[config.mk]
export PLATFORM = sky130hd
export DESIGN_NAME = alu_core_flat
export DESIGN_NICKNAME = d
export VERILOG_FILES = /design/src/rtl/alu_core_if.sv /design/src/rtl/alu_core.sv /design/src/flat_wrapper.sv
export SDC_FILE = /design/constraint.sdc
export NUM_CORES = 1
export LEC_CHECK = 0
export CORE_MARGIN = 4
export CORE_UTILIZATION = 27
export CTS_BUF_LIST = sky130_fd_sc_hd__clkbuf_8 sky130_fd_sc_hd__clkbuf_16
export CTS_CLUSTER_SIZE = 8
export DETAILED_ROUTE_END_ITERATION = 10
export PLACE_DENSITY = 0.51
export REMOVE_ABC_BUFFERS = 1
export SETUP_SLACK_MARGIN = 0.5
export SYNTH_ARGS = -nofsm -noshare
export SYNTH_HDL_FRONTEND = slang
export SYNTH_SLANG_ARGS = --single-unit
export TNS_END_PERCENT = 50
[constraint.sdc]
create_clock -name clk -period 5.3 [get_ports clk]
set_input_delay 0.53 -clock clk [delete_from_list [all_inputs] [get_ports clk]]
set_output_delay 0.53 -clock clk [all_outputs]
set_load 0.1 [all_outputs]
[src/rtl/alu_core_if.sv]
// ---------------------------------------------------------------------------
// alu_core_if : operand / result bundle between issue logic and the ALU.
// The master drives operands and opcode; the slave (ALU) returns the
// registered result and NZCV flags.
// ---------------------------------------------------------------------------
interface alu_core_if #(
  parameter int WIDTH = 32
);
  logic [WIDTH-1:0] op1;
  logic [WIDTH-1:0] op2;
  logic [2:0]       alu_control;
  logic [WIDTH-1:0] result;
  logic [3:0]       flags;

  modport master (
    output op1,
    output op2,
    output alu_control,
    input  result,
    input  flags
  );

  modport slave (
    input  op1,
    input  op2,
    input  alu_control,
    output result,
    output flags
  );
endinterface : alu_core_if

[src/rtl/alu_core.sv]
// ---------------------------------------------------------------------------
// alu_core : single-cycle integer ALU for the execute stage.
// Eight operations (add, sub, and, or, xor, sll, srl, sra) are evaluated
// combinationally from the current operands; the chosen result and its
// {N, Z, C, V} status are captured on every rising clock edge.
// ---------------------------------------------------------------------------
module alu_core #(
  parameter int WIDTH = 32
) (
  input  logic       clk,
  input  logic       reset,
  alu_core_if.slave  bus
);

  typedef enum logic [2:0] {
    OP_ADD = 3'b000,
    OP_SUB = 3'b001,
    OP_AND = 3'b010,
    OP_OR  = 3'b011,
    OP_XOR = 3'b100,
    OP_SLL = 3'b101,
    OP_SRL = 3'b110,
    OP_SRA = 3'b111
  } alu_op_e;

  // WIDTH expressed at WIDTH+1 bits so it can be compared with a
  // zero-extended shift amount without overflowing for small WIDTH.
  localparam logic [WIDTH:0] WIDTH_EXT = (WIDTH + 1)'(WIDTH);

  alu_op_e          op;
  logic [WIDTH-1:0] a;
  logic [WIDTH-1:0] b;

  // Adder shared by ADD and SUB: SUB feeds ~B with a carry-in of 1.
  logic             is_sub;
  logic [WIDTH-1:0] b_add;
  logic [WIDTH:0]   sum_ext;

  // Shifter helpers.
  logic             shift_oob;
  logic [WIDTH-1:0] sll_res;
  logic [WIDTH-1:0] srl_res;
  logic [WIDTH-1:0] sra_res;

  // Registered outputs and their next values.
  logic [WIDTH-1:0] result_d, result_q;
  logic [3:0]       flags_d,  flags_q;
  logic             carry_d;
  logic             ovf_d;

  assign op = alu_op_e'(bus.alu_control);
  assign a  = bus.op1;
  assign b  = bus.op2;

  // Shared add/subtract datapath with a WIDTH+1-bit sum to expose the carry.
  always_comb begin
    is_sub  = (op == OP_SUB);
    b_add   = is_sub ? ~b : b;
    sum_ext = {1'b0, a} + {1'b0, b_add} + {{WIDTH{1'b0}}, is_sub};
  end

  // Shifter: amounts of WIDTH or more saturate to 0 or to sign copies of A.
  always_comb begin
    shift_oob = ({1'b0, b} >= WIDTH_EXT);
    if (shift_oob) begin
      sll_res = '0;
      srl_res = '0;
      sra_res = {WIDTH{a[WIDTH-1]}};
    end else begin
      sll_res = a << b;
      srl_res = a >> b;
      sra_res = $signed(a) >>> b;
    end
  end

  // Result select plus carry / overflow for the arithmetic ops.
  always_comb begin
    // NOTE: every output of a combinational block gets a default first, so
    // no path through the case leaves a value held and no latch is inferred.
    result_d = '0;
    carry_d  = 1'b0;
    ovf_d    = 1'b0;
    unique case (op)
      OP_ADD: begin
        result_d = sum_ext[WIDTH-1:0];
        carry_d  = sum_ext[WIDTH];
        ovf_d    = (a[WIDTH-1] == b[WIDTH-1]) &&
                   (sum_ext[WIDTH-1] != a[WIDTH-1]);
      end
      OP_SUB: begin
        // Carry out of A + ~B + 1 is the inverted borrow: 1 when A >= B.
        result_d = sum_ext[WIDTH-1:0];
        carry_d  = sum_ext[WIDTH];
        ovf_d    = (a[WIDTH-1] != b[WIDTH-1]) &&
                   (sum_ext[WIDTH-1] != a[WIDTH-1]);
      end
      OP_AND: result_d = a & b;
      OP_OR:  result_d = a | b;
      OP_XOR: result_d = a ^ b;
      OP_SLL: result_d = sll_res;
      OP_SRL: result_d = srl_res;
      OP_SRA: result_d = sra_res;
      default: result_d = '0;
    endcase
  end

  // NZCV status derived from the same-cycle result.
  always_comb begin
    flags_d = {result_d[WIDTH-1], (result_d == '0), carry_d, ovf_d};
  end

  // Output registers with synchronous reset; reset overrides any operation.
  always_ff @(posedge clk) begin
    // NOTE: state is updated with non-blocking assignments so every flop
    // samples its _d value from before the edge, independent of order.
    if (reset) begin
      result_q <= '0;
      flags_q  <= 4'b0000;
    end else begin
      result_q <= result_d;
      flags_q  <= flags_d;
    end
  end

  assign bus.result = result_q;
  assign bus.flags  = flags_q;

endmodule : alu_core

[src/flat_wrapper.sv]
// flat-port wrapper written by rule: the top's interface ports become plain ports
module alu_core_flat 
#(
  parameter int WIDTH = 32
)
  (clk, reset, bus_op1, bus_op2, bus_alu_control, bus_result, bus_flags);
  alu_core_if #(.WIDTH(WIDTH)) bus_i ();
  input  logic clk;
  input  logic reset;
  input wire logic [$bits(bus_i.op1)-1:0] bus_op1;
  input wire logic [$bits(bus_i.op2)-1:0] bus_op2;
  input wire logic [$bits(bus_i.alu_control)-1:0] bus_alu_control;
  output wire logic [$bits(bus_i.result)-1:0] bus_result;
  output wire logic [$bits(bus_i.flags)-1:0] bus_flags;
  assign bus_i.op1 = bus_op1;
  assign bus_i.op2 = bus_op2;
  assign bus_i.alu_control = bus_alu_control;
  assign bus_result = bus_i.result;
  assign bus_flags = bus_i.flags;
  alu_core #(.WIDTH(WIDTH)) u_core (.clk(clk), .reset(reset), .bus(bus_i));
endmodule
==> results.json, run 1 <==
{
  "endpoint": "u_core.bus.flags[2]$_SDFF_PP0_",
  "clock.fmax_ghz": 0.216,
  "syn_area_um2": 9950,
  "yosys.area_share.simple_pct": 19.5,
  "dp_slack_ns": 0.161,
  "syn_area_per_cell_um2": 7.74,
  "dr_total_vias": 12000,
  "p_switching_mw": 1.04,
  "use_met1_pct": 41.5,
  "seq_area_frac_synth_pct": 7.04,
  "async_reset_ff_share_pct": 0,
  "place_inst": 1881,
  "start_util_pct": 27.2,
  "critPathRequiredTime_ns": 5.52,
  "p_int_mw": 1.07,
  "fin_hold_ws_ns": 1.06,
  "via_per_inst": 6.32,
  "syn_to_final_growth_pct": 25.2,
  "yosysTopAreaCellShare_pct": 14.3,
  "crit_type": "in -> reg",
  "worst_slack_ns": 0.678,
  "cts.clk_slew.worst_paths_ns": 0.05,
  "layout.nets": 1590,
  "synth_edf_count": 0,
  "crit_fanout": 12,
  "die_x_um": 200,
  "maxSlewHeadroom_pct": 7.37,
  "grt.overflow.total": 0,
  "drive_above_1_share_pct": 19.0,
  "cts_tree": "built",
  "numCtsBuffers": 5,
  "fin_crit_sh_pct": 87.2,
  "dieArea_um2": 40000,
  "cap_violations": 0,
  "p_clk_share_pct": 15.9,
  "comb_power_share_pct": 70.2,
  "grt.total_usage_pct": 28.5,
  "outcome": "complete, no violations",
  "gp_congestion": 1.02,
  "dieHeight_um": 200,
  "total_power_mw": 2.11,
  "clock_sinks": 35,
  "postLayoutCoreUtil_pct": 34.1,
  "rsz0062_at_grt": "false",
  "met2_usage_pct": 43.8,
  "antenna_left": 0,
  "port_buffers": 104,
  "drtIter0Drc": 1610,
  "h-tree-depth": 2,
  "rows": 70,
  "hp-class": "in -> reg",
  "synthAdderAreaFrac_pct": 12.1,
  "synth_warnings": 0,
  "drc": 0,
  "dr.pass1.iters": 5,
  "top_usage_layer": "met2",
  "setup.worst_path.start": "bus_op2[10]",
  "synth-seq-cells": 35,
  "finalHoldViolCount": 0,
  "synth-compound-area-share_pct": 27.6,
  "p_leak_nw": 4.92,
  "antenna_found_initial": 1,
  "cp-end-kind": "flip-flop",
  "dpl.hpwl_um": 47500,
  "start_kind": "input port",
  "synthCells": 1285,
  "place_area_um2": 12100,
  "cts_root_buffer": "clkbuf_16",
  "io_pins": 105,
  "p_seq_share_pct": 13.9,
  "routed_wl_um": 58500,
  "synth_top_family_by_area": "compound AO/OA/AOI/OAI gates",
  "yosysUniqueCellTypes": 83,
  "vdd_drop_max_v": 0.0000984,
  "fin_cells": 1895,
  "yosys-top-cells-count": "nor2_1 (108), ha_1 (95), nand2_1 (94), o21ai_0 (73), inv_1 (70)",
  "grt_first_pass_wirelength_um": 83800,
  "wl_per_cell_um": 30.9,
  "ys_top_cells_by_area": "mux4_2 (14%), ha_1 (12%), dfxtp_1 (7.0%), mux2i_1 (5.2%), nor2_1 (4.1%)",
  "setup_viol": 0,
  "synthXorXnorAreaFrac_pct": 4.66,
  "arrival_ns": 4.84,
  "worst_pin_slew_ns": 1.35,
  "core_area_um2": 36500,
  "power.share.switching_pct": 49.5,
  "synth.most_common_cell": "nor2_1",
  "grt_pass1_vias": 11400,
  "clk_path_buf_depth": 2,
  "p_per_area_nw_per_um2": 169,
  "ys.flop_type": "dfxtp_1",
  "fill_cells": 3906,
  "drv_slew": 0,
  "grt_max_degree": 69,
  "synthMuxAreaShare_pct": 22.0,
  "synth_top_area_cell": "mux4_2",
  "fin_area_um2": 12500,
  "setup-tns-final_ns": 0,
  "use_met3_pct": 3.00,
  "min_period_ns": 4.62
}
[power by group through the flow]
stage | sequential, mW | clock [mW] | combinational (mW)
final | 0.293 | 0.336 | 1.48
after floorplan | 0.474 | 0 | 0.667
after detailed placement | 0.299 | 0 | 1.43
after CTS | 0.293 | 0.345 | 1.44
after global routing | 0.295 | 0.355 | 1.56
after global placement | 0.298 | 0 | 1.43
[worst min-delay path by stage]
| stage | start | endpoint | slack [ns] | cells past startpoint |
|---|---|---|---|---|
| floorplan | reset | u_core.bus.result[10]$_SDFF_PP0_ | 0.60 | 1 |
| global placement | reset | u_core.bus.result[1]$_SDFF_PP0_ | 1.35 | 3 |
| global route | reset | u_core.bus.result[2]$_SDFF_PP0_ | 1.09 | 3 |
| CTS | reset | u_core.bus.result[2]$_SDFF_PP0_ | 1.06 | 3 |
| detailed placement | reset | u_core.bus.result[2]$_SDFF_PP0_ | 1.34 | 3 |
| finish | reset | u_core.bus.result[2]$_SDFF_PP0_ | 1.06 | 3 |
[routing by layer]
layer | vias up | part of all wire (%)
met5 | - | 0.021
met4 | 2 | 4.2
met3 | 126 | 7.8
met2 | 696 | 43
met1 | 5923 | 45
li1 | 5220 | -
[registers in the layout (all words and copies together), names as in the netlist]
| signal | cells |
|---|---|
| u_core.bus.flags | 3 |
| u_core.bus.result | 32 |
[critical path, cell delays in order]
cell and delay [ns]:
clkdlybuf4s50_1 0.59, nor4_1 0.39, and4_1 0.70, buf_4 0.32, a41oi_1 0.13, o211ai_1 0.34, o21ai_0 0.32, o311ai_0 0.46
buf_4 0.20, nand2_1 0.04, nand4b_1 0.24, nor4_2 0.33, nand4_1 0.12, nor2_1 0.10
[layout make-up]
cell class	count	area (um2)	share of cell area, %
multi-input cells	1070	8630	69.3
repair buffers	239	2080	16.7
flip-flops and latches	35	701	5.63
well taps	468	586	4.70
inverters	74	278	2.23
clock buffers	6	139	1.12
clock inverters	2	35.0	0.281
diodes	1	2.50	0.0201
[cell usage in the layout (no fill, tap or decap), drive strengths merged, types with 7 or more instances in the layout]
master / count
a21oi: 57
xor2: 7
nor3: 25
mux2i: 52
and2: 7
a221oi: 10
dfxtp: 35
xnor2: 46
mux4: 63
o21a: 8
buf: 139
inv: 72
o211ai: 18
a211oi: 14
a21o: 14
a2bb2oi: 9
ha: 95
clkdlybuf4s50: 100
or2: 8
nor2b: 20
nand3: 34
nor4: 22
o21ai: 74
o221ai: 10
nor2: 108
a311oi: 9
nand2b: 15
a31oi: 29
o22ai: 20
nand4: 17
and3: 7
nand2: 95
mux2: 22
o31ai: 11
a22oi: 38
[repair_timing]
item                       4_1_cts  5_1_grt
pin swaps                        1        1
resized for setup                0       18
setup buffers                    4        1
setup endpoints to repair        1        1
hold buffers                     0        0
[cells by family (layout without fill, tap and decap cells)]
family	Yosys count	in the layout
other	0	1
AND/OR/NAND/NOR	389	389
XOR/XNOR	53	53
adder cells (fa/ha/maj)	96	96
AO/OA/AOI/OAI	395	395
buffers and inverters	180	321
multiplexers	137	137
flip-flops	35	35
Power figures use the tool's default switching activity.
==> inputs of run 2 (changes only) <==
Settings changed: HOLD_SLACK_MARGIN from default to 0.15, SLEW_MARGIN from default to 20.
==> results of run 2 <==
No change in the layout: final DEF, timing and power equal those of run 1.
